--- src/rtl/dac_tx.sv ---
// Generic FIFO: power-of-two DEPTH ring buffer with synchronous flush.
// Latency: a push is visible at rd_dat on the following cycle. No bypass path.
// Backpressure: wr_rdy drops when full. A pop in the same cycle does not free the slot early.
module fifo #(
    parameter int W     = 8,
    parameter int DEPTH = 4,
    parameter int LW    = $clog2(DEPTH + 1)
) (
    input  logic          clk,
    input  logic          rst,
    input  logic          flush,
    input  logic          wr_vld,
    output logic          wr_rdy,
    input  logic [W-1:0]  wr_dat,
    output logic          rd_vld,
    input  logic          rd_rdy,
    output logic [W-1:0]  rd_dat,
    output logic [LW-1:0] level
);
    localparam int AW = (DEPTH > 1) ? $clog2(DEPTH) : 1;

    logic [W-1:0]  mem [DEPTH];
    logic [AW-1:0] wr_ptr, rd_ptr;
    logic          wr_fire, rd_fire;

    assign wr_rdy  = (level != LW'(DEPTH));
    assign rd_vld  = (level != '0);
    assign rd_dat  = mem[rd_ptr];
    assign wr_fire = wr_vld && wr_rdy;
    assign rd_fire = rd_rdy && rd_vld;

    always_ff @(posedge clk or posedge rst) begin
        if (rst) begin
            wr_ptr <= '0;
            rd_ptr <= '0;
            level  <= '0;
        end else if (flush) begin
            wr_ptr <= '0;
            rd_ptr <= '0;
            level  <= '0;
        end else begin
            if (wr_fire) wr_ptr <= wr_ptr + AW'(1);
            if (rd_fire) rd_ptr <= rd_ptr + AW'(1);
            level <= level + LW'(wr_fire) - LW'(rd_fire);
        end
    end

    always_ff @(posedge clk) begin
        if (wr_fire) mem[wr_ptr] <= wr_dat;
    end
endmodule

// Parallel DAC driver: paces buffered samples out at clk/DIVISOR with a 50% latch clock.
// Latency: first sample reaches dac_val one cycle after priming; then one sample per tick.
// Backpressure: s_ready drops when the 4-entry FIFO is full; an empty FIFO at a tick flags underflow.
module dac_tx #(
    parameter int          DIVISOR  = 10,
    parameter logic [13:0] MIDSCALE = 14'h2000
) (
    input  logic        clk,
    input  logic        rst,
    input  logic        enable,
    input  logic [13:0] s_data,
    input  logic        s_valid,
    output logic        s_ready,
    input  logic        clr_underflow,
    output logic [13:0] dac_val,
    output logic        dac_clk,
    output logic        underflow,
    output logic [2:0]  fifo_level
);
    localparam int CW = $clog2(DIVISOR);

    typedef enum logic {IDLE, RUN} state_t;

    state_t        state, state_nxt;
    logic [CW-1:0] cnt, cnt_nxt;
    logic          first;
    logic          tick, stop, pop_req, dac_clk_nxt;
    logic          head_vld;
    logic [13:0]   head_dat;

    fifo #(.W(14), .DEPTH(4), .LW(3)) u_fifo (
        .clk    (clk),
        .rst    (rst),
        .flush  (stop),
        .wr_vld (s_valid),
        .wr_rdy (s_ready),
        .wr_dat (s_data),
        .rd_vld (head_vld),
        .rd_rdy (pop_req),
        .rd_dat (head_dat),
        .level  (fifo_level)
    );

    always_comb begin
        state_nxt   = state;
        cnt_nxt     = '0;
        tick        = 1'b0;
        stop        = 1'b0;
        pop_req     = 1'b0;
        dac_clk_nxt = 1'b0;
        case (state)
            IDLE: begin
                if (enable && fifo_level >= 3'd2) state_nxt = RUN;
            end
            RUN: begin
                tick    = (cnt == CW'(DIVISOR - 1));
                stop    = tick && !enable;
                pop_req = first || (tick && enable);
                if (stop) begin
                    state_nxt = IDLE;
                end else begin
                    dac_clk_nxt = (cnt >= CW'(DIVISOR / 2));
                    // The load cycle holds the phase at 0 so the first period is a full DIVISOR long.
                    if (!first && !tick) cnt_nxt = cnt + CW'(1);
                end
            end
            default: state_nxt = IDLE;
        endcase
    end

    always_ff @(posedge clk or posedge rst) begin
        if (rst) begin
            state     <= IDLE;
            cnt       <= '0;
            first     <= 1'b0;
            dac_clk   <= 1'b0;
            dac_val   <= MIDSCALE;
            underflow <= 1'b0;
        end else begin
            state   <= state_nxt;
            cnt     <= cnt_nxt;
            first   <= (state == IDLE) && (state_nxt == RUN);
            dac_clk <= dac_clk_nxt;
            if (state == IDLE || stop)      dac_val <= MIDSCALE;
            else if (pop_req && head_vld)   dac_val <= head_dat;
            if (pop_req && !head_vld)       underflow <= 1'b1;
            else if (clr_underflow)         underflow <= 1'b0;
        end
    end
endmodule
--- config.mk ---
export PLATFORM = sky130hd
export DESIGN_NAME = dac_tx
export DESIGN_NICKNAME = d
export VERILOG_FILES = /design/src/rtl/dac_tx.sv
export SDC_FILE = /design/constraint.sdc
export NUM_CORES = 1
export LEC_CHECK = 0
export ABC_CLOCK_PERIOD_IN_PS = 3000
export CORE_MARGIN = 2
export CORE_UTILIZATION = 29
export DETAILED_ROUTE_END_ITERATION = 12
export HOLD_SLACK_MARGIN = 0.15
export PLACE_DENSITY = 0.48
export SYNTH_ARGS = -nofsm -noshare
export SYNTH_HDL_FRONTEND = slang
export SYNTH_SLANG_ARGS = --single-unit
--- constraint.sdc ---
create_clock -name clk -period 3 [get_ports clk]
set_input_delay 0.6 -clock clk [delete_from_list [all_inputs] [get_ports clk]]
set_output_delay 0.6 -clock clk [all_outputs]
set_load 0.1 [all_outputs]
# After elaboration in Yosys (flattened, before gate mapping)
# Memory sizes are Yosys's and may differ from the RTL's.
# Cells that the tools add are included.
# totals
out_inout_bits	20
regBits	29
memories	1
ramBits	56
word_cells	60
# mem_list
name	words	width	rd	rd_ports_with_merged_regs	wr	line_no	rtl
u_fifo.mem	4	14	1	0	1	22	logic [W-1:0] mem [DEPTH];
# classes
n_bitwise	1
n_eq_ne	2
n_lt_le_gt_ge	2
muxes	21
reduce_logical	19
n_addsub	5
# op_table
operator	count
two-way mux 14 bit	2
two-way mux 4 bit	3
two-way mux 1 bit	10
logical AND 1 bit	8
two-way mux 2 bit	4
nonzero test 2 bit	4
adder 2 x 1 -> 2 bit (second input constant)	2
adder 4 x 1 -> 4 bit (second input constant)	1
equality test 4 bit (second input constant)	1
>= comparator 4 x 3 -> 1 bit (second input constant)	1
zero test 1 bit	4
adder 3 x 1 -> 3 bit	1
>= comparator 3 x 2 -> 1 bit (second input constant)	1
two-way mux 3 bit	1
inequality test 3 bit (second input constant)	1
nonzero test 3 bit	1
subtractor 3 x 1 -> 3 bit	1
logical OR 1 bit	2
case mux 1 bit (2 select lines)	1
NOT 1 bit	1

# Depth between registers and ports, before layout
# logic_depth
ltp_word	7
ltp_mapped	13
ltp_nobuf	12

# By module
# Synthesis repeated with hierarchy kept, for this count alone.
# hier_totals
hier_cells	226
hier_area_um2	3632.2
# by_module_without_submodules
module	area_per_inst_um2	n_inst	seq_area_each_um2	cells_each
fifo	2519.9	1	1856.8	120
dac_tx	1112.3	1	551.8	106

# Least setup slack after synthesis
# Ideal clock, no wire load.
# synth_path
kind	register to register
start	register u_fifo.level[1]
end	register u_fifo.level[2]
slack_ns	0.060
arrival_time_ns	2.786
path_buffers	1
synth_period_minus_slack_ns	2.940
path_stages_with_launch	12
path_cell_list	dfrtp_1 > or3_1 > o211ai_4 > buf_6 > inv_1 > ha_1 > inv_1 > ha_1 > inv_1 > fa_1 > xnor2_1 > nor2_1
# synth_via
elab_chain_len	5
# synth_rtl
item	line_no	rtl
from (decl)	18	output logic [LW-1:0] level
from (signal assigned)	44	level <= level + LW'(wr_fire) - LW'(rd_fire);
inequality test 3 bit	26	assign wr_rdy = (level != LW'(DEPTH));
logical AND 1 bit	29	assign wr_fire = wr_vld && wr_rdy;
adder 3 x 1 -> 3 bit	44	
subtractor 3 x 1 -> 3 bit *	44	
two-way mux 3 bit *	37	end else if (flush) begin
# Every way passes the cells marked *; elsewhere a longest branch is shown, timed or not.
# A chain may end at the register's enable or synchronous reset.

# Worst setup path after layout
# layout_path
start	input enable
end	register u_fifo.level[2]
# layout_via
elab_chain_len	6
# layout_rtl
item	line_no	rtl
from (decl)	62	input logic enable,
logical AND 1 bit	110	pop_req = first || (tick && enable);
logical OR 1 bit	110	
two-way mux 1 bit	103	case (state)
logical AND 1 bit	30	assign rd_fire = rd_rdy && rd_vld;
subtractor 3 x 1 -> 3 bit	44	
two-way mux 3 bit *	37	
# Marks and branches as above.

==> impl_metrics.yaml <==
status:
  outcome: "completed"
min_path:
  min-delay-start: "cnt[0]$_DFF_PP0_"
  hold_path.class: "flip-flop to flip-flop"
  min_path_cells: 1
  min_to: "cnt[0]$_DFF_PP0_"
grt:
  overflow: 0
  globalRouteTotalUtil_pct: 10.89
  antenna_found_initial: 0
  grt_pass1_vias: 1764
  grt_pass1_wl_mm: 10.07
  grt_max_degree: 20
synthesis:
  synth_area_um2: 3422
  yosysTopAreaCell: "edfxtp_1"
  yosysTopAreaCellShare_pct: 49.14
  syn-num-nets: 230
  synth_cell_type_count: 31
  yosys-top-cells-area: "edfxtp_1 49%, dfrtp_1 20%, mux4_2 9.2%"
  yosysMostFrequentCell: "edfxtp_1"
  synth_commonest_cells: "56 x edfxtp_1, 28 x dfrtp_1, 25 x nor2_1, 15 x mux2i_1, 14 x mux4_2"
  ys_ff_latch: 85
  synthFlopType: "edfxtp_1"
  synth.yosys.seq_area_share_pct: 70.38
  yosysWarnings: 0
  syn_area_per_cell_um2: 17.11
  synthCells: 200
  ys_async_sr_fraction_pct: 34.12
  synth-edff-count: 56
drt:
  routedWlPerCell_um: 15.86
  wl_met2_mm: 2.988
  ant_nets: 0
  top_layer_used: "met4"
  wl_met1_mm: 2.975
  drc: 0
  drt_pass1_iterations: 4
  vias_per_cell: 4.424
  routed-via-count: 1783
  wl_met3_um: 356
  wirelength_mm: 6.391
  drt_iter0_drc: 53
clock_network:
  clockBufferDepth: 2
  cts_setup_buffers: 0
  root_buffer: "clkbuf_16"
  clkLatencyLatePin_ps: 330
  cts_hold_buf: 0
  htree_num_levels: 3
  ctsResizeCount: 0
  cts_tree: "yes"
  numCtsBuffers: 9
  cts_sinks: 85
  path_clk_slew_ps: 60
worst_setup_path:
  cp_top_family: "adder cells"
  rr_worst_depth: 11
  critPathCaptureType: "flip-flop"
  worstSetupPathType: "input port to flip-flop"
  cpMostUsedCell: "inv_1"
  r2r-start: "cnt[0]$_DFF_PP0_"
  path_cells: "clkdlybuf4s50_1 -> and4b_1 -> o211ai_4 -> inv_1 -> ha_1 -> inv_1 -> ha_1 -> inv_1 -> fa_1 -> xnor2_1 -> nor2_1"
  worst_path_max_delay_cell: "clkdlybuf4s50_1"
  rr_endpoint: "u_fifo.level[2]$_DFF_PP0_"
  crit_buf_inv: 4
  critPathMaxStageDelay_ps: 470
  rrSetupSlack_ps: 700
  cp-start-kind: "input port"
  path_max_fanout: 4
  cp.arrival_ps: 2640
  critPathRequiredTime_ps: 3230
floorplan:
  die_height_um: 112.6
  io_pins: 39
  coreArea_um2: 11470
  die-area_um2: 12690
  die-width_um: 112.6
  start_util_pct: 29.84
  rows: 39
timing:
  maxSlewHeadroom_pct: 65.70
  setup_slack_ps: 582.4
  skew_ps: 5.824
  rsz0062_at_grt: "false"
  slew_violations: 0
  timing.fmax_ghz: 0.4136
  setup_viol: 0
  fin_crit_ps: 2418
  worstMarginPinSlew_ps: 513.9
  final-hold-violation-count: 0
  tns_ps: 0
  timing.final.crit_share_pct: 80.59
layout:
  drive_above_1_share_pct: 24.62
  areaGrowthSynthToFinish_pct: 26.80
  regArea_um2: 2409
  multiInputGateArea_um2: 939.7
  num-nets-final: 285
  fillers: 1072
  diodes: 0
  final_util_pct: 37.84
placed_design:
  pre_cts_slack_ps: 235.0
  port-buffer-count: 38
  place.gp.congestion: 0.6894
  dpl.hpwl_mm: 4.044
job:
  drv_cap: 0
power_and_ir_drop:
  vdd_ir_drop_max_mv: 0.7100
  power_w: 0.005029
  power.static_leakage_nw: 1.784
  pwr_density_cell_nw_per_um2: 1159
==> metal layers <==
metal  vias up  global-route usage, %
met3         6                  4.482
met2        45                  16.21
met4         0                  3.415
li1        844                      -
met5         -                      0
met1       888                  14.59
==> power breakdown <==
| group | internal, W | leakage, nW | total (W) | switching (W) |
|---|---|---|---|---|
| combinational | 0.000611 | 0.737 | 0.00197 | 0.00136 |
| sequential | 0.00159 | 0.876 | 0.00179 | 0.000191 |
| clock | 0.000839 | 0.170 | 0.00127 | 0.000434 |
| total | 0.00304 | 1.78 | 0.00503 | 0.00198 |
==> worst max path at each step <==
| stage | startpoint | endpoint | slack [ps] | depth (start not counted) |
|---|---|---|---|---|
| 4_1_cts | enable | u_fifo.level[2]$_DFF_PP0_ | 590 | 11 |
| 6_report | enable | u_fifo.level[2]$_DFF_PP0_ | 580 | 11 |
| 5_1_grt | enable | u_fifo.level[2]$_DFF_PP0_ | 460 | 11 |
| 2_1_floorplan | u_fifo.level[1]$_DFF_PP0_ | u_fifo.level[2]$_DFF_PP0_ | 60 | 11 |
| 3_5_place_dp | enable | u_fifo.level[2]$_DFF_PP0_ | 240 | 11 |
| 3_3_place_gp | enable | u_fifo.level[2]$_DFF_PP0_ | 250 | 11 |
==> through the flow <==
step	cell area [um^2]	hold slack, ps	cells
2_1_floorplan	3422	478.3	200
3_3_place_gp	3989	510.1	387
3_5_place_dp	3989	520.2	387
4_1_cts	4339	531.6	403
5_1_grt	4339	555.8	403
6_report	4339	523.6	403
==> cells by family after synthesis <==
family,share of synthesized area [%]
AO/OA/AOI/OAI,2.340
XOR/XNOR,1.280
adder cells (fa/ha/maj),4.241
buffers and inverters,2.303
flip-flops,70.38
multiplexers,13.60
AND/OR/NAND/NOR,5.850
==> sequential cells by signal, summed over array words and instances, names as in the netlist <==
register	count
u_fifo.rd_ptr	2
underflow	1
u_fifo.mem	56
cnt	4
u_fifo.level	3
state	1
dac_val	14
first	1
u_fifo.wr_ptr	2
dac_clk	1
==> layout by cell type (no fill, tap or decap), types with 2 or more instances in the layout <==
| cell type | n |
|---|---|
| edfxtp_1 | 56 |
| buf_4 | 31 |
| dfrtp_1 | 28 |
| nor2_1 | 25 |
| clkdlybuf4s50_1 | 18 |
| mux2i_1 | 15 |
| mux4_2 | 14 |
| inv_1 | 13 |
| ha_1 | 10 |
| clkbuf_16 | 9 |
| and2_1 | 4 |
| nand2_1 | 3 |
| xor2_1 | 3 |
| nor2b_1 | 3 |
| bufinv_16 | 3 |
| xnor2_1 | 2 |
| a21oi_1 | 2 |
| o21ai_0 | 2 |
| nand2b_1 | 2 |
| clkinv_4 | 2 |
==> cell type report <==
class	count	area share [%]
Inverter	13	1.125
Multi-Input combinational cell	97	21.66
Tap cell	143	4.123
Clock inverter	5	2.480
Sequential cell	85	55.51
Clock buffer	11	5.594
Timing Repair Buffer	49	9.516
Power figures use the tool's default switching activity.
